<file path="config.mk">
export PLATFORM = sky130hd
export DESIGN_NAME = axi_sram_ctrl_flat
export DESIGN_NICKNAME = d
export VERILOG_FILES = /design/src/rtl/axi_sram_ctrl_if.sv /design/src/rtl/axi_sram_ctrl.sv /design/src/flat_wrapper.sv
export SDC_FILE = /design/constraint.sdc
export NUM_CORES = 1
export LEC_CHECK = 0
export CORE_MARGIN = 2
export CORE_UTILIZATION = 35
export DETAILED_ROUTE_END_ITERATION = 12
export PLACE_DENSITY = 0.81
export SLEW_MARGIN = 30
export SYNTH_ARGS = -nofsm -noshare
export SYNTH_HDL_FRONTEND = slang
export SYNTH_SLANG_ARGS = --single-unit
</file>
<file path="constraint.sdc">
create_clock -name clk -period 3.3 [get_ports clk]
set_clock_uncertainty 0.05 [all_clocks]
set_input_delay 0.66 -clock clk [delete_from_list [all_inputs] [get_ports clk]]
set_output_delay 0.66 -clock clk [all_outputs]
set_load 0.01 [all_outputs]
</file>
<file path="src/rtl/axi_sram_ctrl_if.sv">
// AXI4 bus bundle between an interconnect slave port and axi_sram_ctrl.
// Carries the five AXI channels (AW, W, B, AR, R); SRAM pins are not part of it.
//   master : interconnect side (drives AW/W/AR payload+valid, B/R ready)
//   slave  : controller side (drives AW/W/AR ready, B/R payload+valid)
interface axi_sram_ctrl_if #(
    parameter int ID_W   = 4,
    parameter int ADDR_W = 32,
    parameter int DATA_W = 32
);
    logic [ID_W-1:0]     awid;
    logic [ADDR_W-1:0]   awaddr;
    logic [3:0]          awlen;
    logic [2:0]          awsize;
    logic [1:0]          awburst;
    logic                awvalid;
    logic                awready;

    logic [DATA_W-1:0]   wdata;
    logic [DATA_W/8-1:0] wstrb;
    logic                wlast;
    logic                wvalid;
    logic                wready;

    logic [ID_W-1:0]     bid;
    logic [1:0]          bresp;
    logic                bvalid;
    logic                bready;

    logic [ID_W-1:0]     arid;
    logic [ADDR_W-1:0]   araddr;
    logic [3:0]          arlen;
    logic [2:0]          arsize;
    logic [1:0]          arburst;
    logic                arvalid;
    logic                arready;

    logic [ID_W-1:0]     rid;
    logic [DATA_W-1:0]   rdata;
    logic [1:0]          rresp;
    logic                rlast;
    logic                rvalid;
    logic                rready;

    modport master (
        output awid, awaddr, awlen, awsize, awburst, awvalid, input awready,
        output wdata, wstrb, wlast, wvalid, input wready,
        input  bid, bresp, bvalid, output bready,
        output arid, araddr, arlen, arsize, arburst, arvalid, input arready,
        input  rid, rdata, rresp, rlast, rvalid, output rready
    );

    modport slave (
        input  awid, awaddr, awlen, awsize, awburst, awvalid, output awready,
        input  wdata, wstrb, wlast, wvalid, output wready,
        output bid, bresp, bvalid, input bready,
        input  arid, araddr, arlen, arsize, arburst, arvalid, output arready,
        output rid, rdata, rresp, rlast, rvalid, input rready
    );
endinterface

</file>
<file path="src/rtl/axi_sram_ctrl.sv">
// AXI4 slave that sequences one single-port SRAM wrapper (one-cycle read latency).
// One transaction in flight; AW/AR arbitrated round-robin; every burst treated as
// INCR word-sized; each beat becomes exactly one SRAM access.
// Ports:
//   clk, rst_n : clock (rising edge), asynchronous active-low reset
//   s          : AXI4 slave modport (AW, W, B, AR, R channels)
//   ceb, web   : SRAM chip enable / write enable, both active-low
//   bweb       : SRAM per-bit write mask, active-low
//   a, di      : SRAM word address / write data (hold last value when idle)
//   dout       : SRAM read data, valid the cycle after a read access
module axi_sram_ctrl #(
    parameter int ID_W    = 4,
    parameter int ADDR_W  = 32,
    parameter int DATA_W  = 32,
    parameter int SRAM_AW = 14
) (
    input  logic               clk,
    input  logic               rst_n,
    axi_sram_ctrl_if.slave     s,
    output logic               ceb,
    output logic               web,
    output logic [DATA_W-1:0]  bweb,
    output logic [SRAM_AW-1:0] a,
    output logic [DATA_W-1:0]  di,
    input  logic [DATA_W-1:0]  dout
);
    typedef enum logic [2:0] {
        IDLE, WR_DATA, WR_RESP, RD_ISSUE, RD_WAIT, RD_DATA
    } state_t;

    state_t             state;
    logic [SRAM_AW-1:0] addr_q;     // address of the next beat
    logic [SRAM_AW-1:0] a_q;        // address of the last SRAM access
    logic [DATA_W-1:0]  di_q;       // data of the last SRAM write
    logic [DATA_W-1:0]  rdata_q;
    logic [ID_W-1:0]    id_q;
    logic [3:0]         cnt_q;      // beats remaining after the current one
    logic               last_wr_q;  // last grant went to the write channel

    logic grant_wr, grant_rd, wr_beat, rd_acc, access;

    // Tie goes to whichever class was not granted last; gated by rst_n so the
    // ready lines stay low while reset is asserted.
    assign grant_wr = rst_n && state == IDLE && s.awvalid && (!s.arvalid || !last_wr_q);
    assign grant_rd = rst_n && state == IDLE && s.arvalid && (!s.awvalid ||  last_wr_q);
    assign wr_beat  = state == WR_DATA && s.wvalid;
    assign rd_acc   = state == RD_ISSUE;
    assign access   = wr_beat || rd_acc;

    assign s.awready = grant_wr;
    assign s.arready = grant_rd;
    assign s.wready  = state == WR_DATA;
    assign s.bvalid  = state == WR_RESP;
    assign s.bid     = id_q;
    assign s.bresp   = 2'b00;
    assign s.rvalid  = state == RD_DATA;
    assign s.rdata   = rdata_q;
    assign s.rid     = id_q;
    assign s.rresp   = 2'b00;
    assign s.rlast   = state == RD_DATA && cnt_q == 4'd0;

    // SRAM strobes are decoded from state so reset forces ceb high immediately.
    assign ceb = !access;
    assign web = !wr_beat;
    assign a   = access  ? addr_q  : a_q;
    assign di  = wr_beat ? s.wdata : di_q;

    always_comb begin
        bweb = '1;
        if (wr_beat)
            for (int i = 0; i < DATA_W/8; i++)
                bweb[8*i +: 8] = {8{~s.wstrb[i]}};
    end

    // Burst type, size, WLAST and the byte/upper address bits play no part.
    logic unused_ok;
    assign unused_ok = ^{s.awaddr[ADDR_W-1:SRAM_AW+2], s.awaddr[1:0], s.awsize, s.awburst,
                         s.araddr[ADDR_W-1:SRAM_AW+2], s.araddr[1:0], s.arsize, s.arburst,
                         s.wlast};

    always_ff @(posedge clk or negedge rst_n) begin
        if (!rst_n) begin
            state     <= IDLE;
            addr_q    <= '0;
            a_q       <= '0;
            di_q      <= '0;
            rdata_q   <= '0;
            id_q      <= '0;
            cnt_q     <= '0;
            last_wr_q <= 1'b1;
        end else begin
            if (access)  a_q  <= addr_q;
            if (wr_beat) di_q <= s.wdata;
            case (state)
                IDLE: begin
                    if (grant_wr) begin
                        id_q      <= s.awid;
                        addr_q    <= s.awaddr[SRAM_AW+1:2];
                        cnt_q     <= s.awlen;
                        last_wr_q <= 1'b1;
                        state     <= WR_DATA;
                    end else if (grant_rd) begin
                        id_q      <= s.arid;
                        addr_q    <= s.araddr[SRAM_AW+1:2];
                        cnt_q     <= s.arlen;
                        last_wr_q <= 1'b0;
                        state     <= RD_ISSUE;
                    end
                end
                WR_DATA: begin
                    if (s.wvalid) begin
                        // Beat count, not WLAST, ends the burst; address wraps.
                        addr_q <= addr_q + SRAM_AW'(1);
                        cnt_q  <= cnt_q - 4'd1;
                        if (cnt_q == 4'd0) state <= WR_RESP;
                    end
                end
                WR_RESP: if (s.bready) state <= IDLE;
                RD_ISSUE: state <= RD_WAIT;
                RD_WAIT: begin
                    rdata_q <= dout;
                    state   <= RD_DATA;
                end
                RD_DATA: begin
                    if (s.rready) begin
                        if (cnt_q == 4'd0) begin
                            state <= IDLE;
                        end else begin
                            addr_q <= addr_q + SRAM_AW'(1);
                            cnt_q  <= cnt_q - 4'd1;
                            state  <= RD_ISSUE;
                        end
                    end
                end
                default: state <= IDLE;
            endcase
        end
    end
endmodule

</file>
<file path="src/flat_wrapper.sv">
// flat-port wrapper written by rule: the top's interface ports become plain ports
module axi_sram_ctrl_flat 
#(
    parameter int ID_W    = 4,
    parameter int ADDR_W  = 32,
    parameter int DATA_W  = 32,
    parameter int SRAM_AW = 14
)
  (clk, rst_n, ceb, web, bweb, a, di, dout, s_awid, s_awaddr, s_awlen, s_awsize, s_awburst, s_awvalid, s_awready, s_wdata, s_wstrb, s_wlast, s_wvalid, s_wready, s_bid, s_bresp, s_bvalid, s_bready, s_arid, s_araddr, s_arlen, s_arsize, s_arburst, s_arvalid, s_arready, s_rid, s_rdata, s_rresp, s_rlast, s_rvalid, s_rready);
  axi_sram_ctrl_if #(.ID_W(ID_W), .ADDR_W(ADDR_W), .DATA_W(DATA_W)) s_i ();
  input  logic clk;
  input  logic rst_n;
  output logic ceb;
  output logic web;
  output logic [DATA_W-1:0] bweb;
  output logic [SRAM_AW-1:0] a;
  output logic [DATA_W-1:0] di;
  input  logic [DATA_W-1:0] dout;
  input wire logic [$bits(s_i.awid)-1:0] s_awid;
  input wire logic [$bits(s_i.awaddr)-1:0] s_awaddr;
  input wire logic [$bits(s_i.awlen)-1:0] s_awlen;
  input wire logic [$bits(s_i.awsize)-1:0] s_awsize;
  input wire logic [$bits(s_i.awburst)-1:0] s_awburst;
  input wire logic [$bits(s_i.awvalid)-1:0] s_awvalid;
  output wire logic [$bits(s_i.awready)-1:0] s_awready;
  input wire logic [$bits(s_i.wdata)-1:0] s_wdata;
  input wire logic [$bits(s_i.wstrb)-1:0] s_wstrb;
  input wire logic [$bits(s_i.wlast)-1:0] s_wlast;
  input wire logic [$bits(s_i.wvalid)-1:0] s_wvalid;
  output wire logic [$bits(s_i.wready)-1:0] s_wready;
  output wire logic [$bits(s_i.bid)-1:0] s_bid;
  output wire logic [$bits(s_i.bresp)-1:0] s_bresp;
  output wire logic [$bits(s_i.bvalid)-1:0] s_bvalid;
  input wire logic [$bits(s_i.bready)-1:0] s_bready;
  input wire logic [$bits(s_i.arid)-1:0] s_arid;
  input wire logic [$bits(s_i.araddr)-1:0] s_araddr;
  input wire logic [$bits(s_i.arlen)-1:0] s_arlen;
  input wire logic [$bits(s_i.arsize)-1:0] s_arsize;
  input wire logic [$bits(s_i.arburst)-1:0] s_arburst;
  input wire logic [$bits(s_i.arvalid)-1:0] s_arvalid;
  output wire logic [$bits(s_i.arready)-1:0] s_arready;
  output wire logic [$bits(s_i.rid)-1:0] s_rid;
  output wire logic [$bits(s_i.rdata)-1:0] s_rdata;
  output wire logic [$bits(s_i.rresp)-1:0] s_rresp;
  output wire logic [$bits(s_i.rlast)-1:0] s_rlast;
  output wire logic [$bits(s_i.rvalid)-1:0] s_rvalid;
  input wire logic [$bits(s_i.rready)-1:0] s_rready;
  assign s_i.awid = s_awid;
  assign s_i.awaddr = s_awaddr;
  assign s_i.awlen = s_awlen;
  assign s_i.awsize = s_awsize;
  assign s_i.awburst = s_awburst;
  assign s_i.awvalid = s_awvalid;
  assign s_awready = s_i.awready;
  assign s_i.wdata = s_wdata;
  assign s_i.wstrb = s_wstrb;
  assign s_i.wlast = s_wlast;
  assign s_i.wvalid = s_wvalid;
  assign s_wready = s_i.wready;
  assign s_bid = s_i.bid;
  assign s_bresp = s_i.bresp;
  assign s_bvalid = s_i.bvalid;
  assign s_i.bready = s_bready;
  assign s_i.arid = s_arid;
  assign s_i.araddr = s_araddr;
  assign s_i.arlen = s_arlen;
  assign s_i.arsize = s_arsize;
  assign s_i.arburst = s_arburst;
  assign s_i.arvalid = s_arvalid;
  assign s_arready = s_i.arready;
  assign s_rid = s_i.rid;
  assign s_rdata = s_i.rdata;
  assign s_rresp = s_i.rresp;
  assign s_rlast = s_i.rlast;
  assign s_rvalid = s_i.rvalid;
  assign s_i.rready = s_rready;
  axi_sram_ctrl #(.ID_W(ID_W), .ADDR_W(ADDR_W), .DATA_W(DATA_W), .SRAM_AW(SRAM_AW)) u_core (.clk(clk), .rst_n(rst_n), .s(s_i), .ceb(ceb), .web(web), .bweb(bweb), .a(a), .di(di), .dout(dout));
endmodule
</file>
* Word level (Yosys, flattened, before mapping) *
Index checks and enable logic that the tools add are counted.

word-level totals
  bits in latches = 0
  register bits after elaboration = 104
  logic and storage cells = 74
  memory bits (read-only) = 0
  input port bits = 166
  RAM bits = 0
  output and inout bits = 130
  memories = 0

operators by class
  reduce and logical (&&, ||, !) cells = 22
  divide/modulo/power cells = 0
  bitwise gates (word level) = 4
  order comparisons = 0
  shift-type cells = 0
  multiply operators = 0
  muxes and demuxes = 27
  eq/ne operators = 11
  add/sub/neg operators = 2

operator list
  kind                     count
  $mux W14                 6
  $mux W32                 2
  $pmux W14 S3             1
  $mux W4                  7
  $mux W3                  6
  $pmux W3 S6              1
  $add A14 B1 Y14 const B  1
  $pmux W4 S3              1
  $reduce_and A5 Y1        2
  $logic_and A1 B1 Y1      7
  $eq A3 B2 Y1 const B     2
  $eq A3 B3 Y1 const B     2
  $ne A2 B1 Y1 const B     3
  $logic_not A1 Y1         5
  $logic_not A4 Y1         1
  $ne A2 B2 Y1 const B     2
  $not A1 Y1               4
  $sub A4 B1 Y4 const B    1
  $eq A3 B1 Y1 const B     1
  $logic_not A3 Y1         1
  $logic_or A1 B1 Y1       3
  $ne A3 B3 Y1 const B     1
  $reduce_bool A3 Y1       1
  $mux W1                  2
  other kinds (3)          3

* Depth between registers and ports, before layout *
  word-level depth = 7
  depth in mapped cells = 8

* Worst setup path before layout *
Ideal clock, no wire load.

  kind = register to output
  from = register u_core.state[0]
  to = output bweb[10]
  data required time = 2.590 ns
  arrival = 1.710 ns
  stages on the path, launching flop included = 9
  slack = 0.880 ns
  buffers on the path = 5
  cell sequence = dfrtp_1 -> buf_2 -> nor2b_1 -> buf_2 -> and3_1 -> buf_2 -> buf_2 -> nand2_1 -> buf_4

between the ends
  longest elaborated chain between the ends = 3

RTL lines
  item                    line                  source
  from (decl)             axi_sram_ctrl.sv:31   state_t state;
  from (signal assigned)  axi_sram_ctrl.sv:83   state <= IDLE;
  from (signal assigned)  axi_sram_ctrl.sv:101  state <= WR_DATA;
  from (signal assigned)  axi_sram_ctrl.sv:107  state <= RD_ISSUE;
  $eq A3 B1 Y1            axi_sram_ctrl.sv:46   assign wr_beat = state == WR_DATA && s.wvalid;
  $logic_and A1 B1 Y1     axi_sram_ctrl.sv:46
  $mux W32                axi_sram_ctrl.sv:70   if (wr_beat)
  to (decl)               flat_wrapper.sv:15    output logic [DATA_W-1:0] bweb;

No other way between the ends.

* Worst setup path in the final report *
  from = input s_wvalid
  to = output di[22]

between the ends
  longest elaborated chain between the ends = 2

RTL lines
  item                 line                 source
  from (decl)          flat_wrapper.sv:29   input wire logic [$bits(s_i.wvalid)-1:0] s_wvalid;
  $logic_and A1 B1 Y1  axi_sram_ctrl.sv:46
  $mux W32             axi_sram_ctrl.sv:66  assign di = wr_beat ? s.wdata : di_q;
  to (decl)            flat_wrapper.sv:17   output logic [DATA_W-1:0] di;

No other way between the ends.

==> results.py <==
metrics = {
    "cts": {
        "post_cts_buffers": 0,
        "clock_latency_ns": 0.35,
        "cts_root_buffer": "clkbuf_16",
        "cts_max_level": 3,
        "cts_buffers": 9,
        "numClockSinks": 104,
        "cts_buffer_depth": 2,
        "post_cts_resized": 0,
        "hold_buffers": 0,
        "cts.clk_slew.worst_paths_ns": 0.07,
        "cts_tree": "done",
    },
    "timing": {
        "tightest_slew_ns": 0.730,
        "drv_slew": 0,
        "slew_headroom_pct": 51.3,
        "fin_setup_tns_ns": 0,
        "timing.fmax_ghz": 0.309,
        "rsz0062_at_grt": "no",
        "setup_viol": 0,
        "period_minus_slack_ns": 3.24,
        "hold_viol": 0,
        "timing.final.crit_share_pct": 98.1,
    },
    "power_and_ir_drop": {
        "power_w": 0.00723,
        "combPwrFrac_pct": 51.9,
        "clock_power_share_pct": 16.2,
        "power-per-cell-area_nw_per_um2": 937,
        "power_frac_seq_pct": 31.9,
        "power_switching_w": 0.00245,
        "ir_drop_v": 0.000571,
        "switching_share_pct": 34.0,
        "p_int_w": 0.00477,
        "power_leakage_nw": 3.17,
    },
    "layout": {
        "final_nets": 819,
        "n_fill_cell": 1161,
        "syn_to_final_growth_pct": 54.3,
        "drive_gt1_share_pct": 17.8,
        "final_util_pct": 55.3,
    },
    "floorplanning": {
        "core_um2": 13900,
        "die_h_um": 123,
        "start_util_pct": 35.9,
        "num_io_pins": 296,
        "dieArea_um2": 15200,
        "rows": 43,
        "die_w_um": 123,
    },
    "synthesis": {
        "yosysWarnings": 0,
        "syn_inst": 441,
        "synth_area_um2": 5000,
        "ys_seq_area_share_pct": 52.1,
        "ys.flop_type": "dfrtp_1",
        "async_reset_ff_share_pct": 100,
        "yosys.cell_types.count": 50,
        "synth_seq_cells": 104,
        "syn_avg_cell_area_um2": 11.3,
        "synth_edf_count": 0,
    },
    "global_route": {
        "grtUsageMet1_pct": 20.7,
        "grt_overflow": 0,
        "grt_util_met3_pct": 5.44,
        "grt-busiest-layer": "met2",
        "grt_pass1_wl_mm": 20.5,
        "grt_pass1_vias": 4158,
        "grt_use_met2_pct": 28.8,
        "antenna_found_initial": 1,
        "grt_usage_pct": 17.5,
        "grt_max_degree": 59,
    },
    "min_path": {
        "hold_class": "input pin to async pin",
    },
    "detailed_routing": {
        "via_per_inst": 4.93,
        "dr.first_iter.drc_count": 97,
        "route.detailed.drc": 0,
        "drt_wl_total_mm": 13.6,
        "wl_per_cell_um": 16.2,
        "drtPass1Iterations": 5,
        "vias": 4126,
        "ant_nets": 0,
    },
    "critical_path": {
        "critPathRequiredTime_ns": 2.59,
        "crit_type": "input pin to output port",
        "crit_fanout": 37,
        "cp.arrival_ns": 2.53,
        "startpoint_type": "input pin",
        "setup.worst_path.end_class": "output port",
    },
    "run_status": {
        "status": "complete, no violations",
    },
    "placement": {
        "place.gp.congestion": 0.882,
        "port_buffers": 244,
        "hpwl_mm": 10.2,
    },
    "run": {
        "maxCapViolations": 0,
    },
}
==> cells by family (layout without fill, tap and decap cells) <==
kind of cell               Yosys count  after routing  synth area share (%)
buffers and inverters               72            284                  9.36
and+or+nand+nor                    106            106                  9.84
other                                1              5                0.0750
DFF                                104            104                  52.1
AOI/OAI and AO/OA                   73             73                  9.31
adders and majority gates            2              2                 0.501
muxes                               83             83                  18.8
==> critical path, cell delays in order <==
cell             delay, ns
clkdlybuf4s50_1       0.53
and3_2                0.23
buf_12                0.21
mux2_2                0.38
clkdlybuf4s50_1       0.49
==> stage by stage <==
stage,cells,worst slack (ns),cell area [um^2],hold slack (ns)
floorplan,444,0.880,5010,0.314
global placement,820,0.0733,7380,0.426
detailed placement,820,0.0461,7380,0.436
CTS,836,0.0457,7710,0.419
global route,837,0.0203,7710,0.453
finish,837,0.0621,7710,0.399
==> layer usage <==
metal / up-vias / wire, um
li1: 1928 / -
met1: 2001 / 5380
met2: 169 / 6760
met3: 28 / 1070
met4: 0 / 376
met5: - / 0
==> cell usage after synthesis, types with 4 or more instances <==
master / count / share of area (%)
nand2_1: 37 / 2.8
buf_4: 39 / 5.9
a21oi_1: 26 / 2.6
and3_1: 4 / 0.50
clkbuf_1: 4 / 0.30
buf_2: 13 / 1.3
mux2_2: 78 / 18
nor3_1: 10 / 1.0
nor2_1: 25 / 1.9
nand3_1: 13 / 1.3
o21ai_0: 15 / 1.5
nand2b_1: 4 / 0.50
inv_1: 10 / 0.75
dfrtp_1: 103 / 52
a31oi_1: 5 / 0.63
buf_6: 4 / 0.90
==> power by group through the flow <==
stage                     Combinational, W  Sequential (W)  Clock (W)
after global placement             0.00368         0.00228          0
after CTS                          0.00379         0.00231    0.00121
after detailed placement           0.00376         0.00232          0
after global routing               0.00405         0.00239    0.00126
after floorplan                    0.00194         0.00229          0
final                              0.00375         0.00231    0.00117
==> placed cells by master (no fill, tap or decap), drive strengths merged, types with 2 or more instances in the layout <==
| cell | count |
|---|---|
| mux2i | 2 |
| nand2b | 4 |
| clkdlybuf4s50 | 243 |
| and3 | 4 |
| nor3b | 2 |
| nand3 | 13 |
| mux2 | 81 |
| a21o | 3 |
| conb | 4 |
| bufinv | 2 |
| inv | 12 |
| nand2 | 37 |
| a22o | 2 |
| dfrtp | 103 |
| ha | 2 |
| nor4 | 2 |
| nor2b | 2 |
| nand4 | 3 |
| buf | 14 |
| or3 | 2 |
| a41oi | 2 |
| a21oi | 26 |
| nor2 | 25 |
| clkbuf | 10 |
| clkinv | 2 |
| o22a | 3 |
| a31oi | 5 |
| nor3 | 10 |
| o211ai | 2 |
| o21ai | 18 |
==> layout make-up <==
type                            instances  area (um^2)  area share (%)
Inverter                               11         46.3           0.600
Multi-Input combinational cell        268         1940            25.2
Clock buffer                           10          239            3.10
Sequential cell                       104         2600            33.8
Clock inverter                          6         90.1            1.17
Tap cell                              180          225            2.92
Timing Repair Buffer                  257         2560            33.2
Antenna cell                            1         2.50          0.0324
==> state kept, by name, summed over array words and instances, names as in the netlist <==
register	cells
u_core.di_q	32
u_core.s.rdata	32
u_core.a_q	14
u_core.addr_q	14
u_core.cnt_q	4
u_core.s.bid	4
u_core.state	3
u_core.last_wr_q	1
==> final timing paths <==
check / cells past startpoint / slack (ns) / end / startpoint
max: 5 / 0.06 / di[22] / s_wvalid
min: 2 / 0.40 / u_core.addr_q[4] / rst_n
max reg2reg: 8 / 0.67 / u_core.addr_q[0] / u_core.cnt_q[0]
min reg2reg: 1 / 0.45 / u_core.di_q[26] / u_core.di_q[26]
max in group asynchronous: 3 / 1.64 / u_core.a_q[0] / rst_n
min in group clk: 1 / 0.45 / u_core.di_q[26] / u_core.di_q[26]
(Power assumes the default switching activity.)
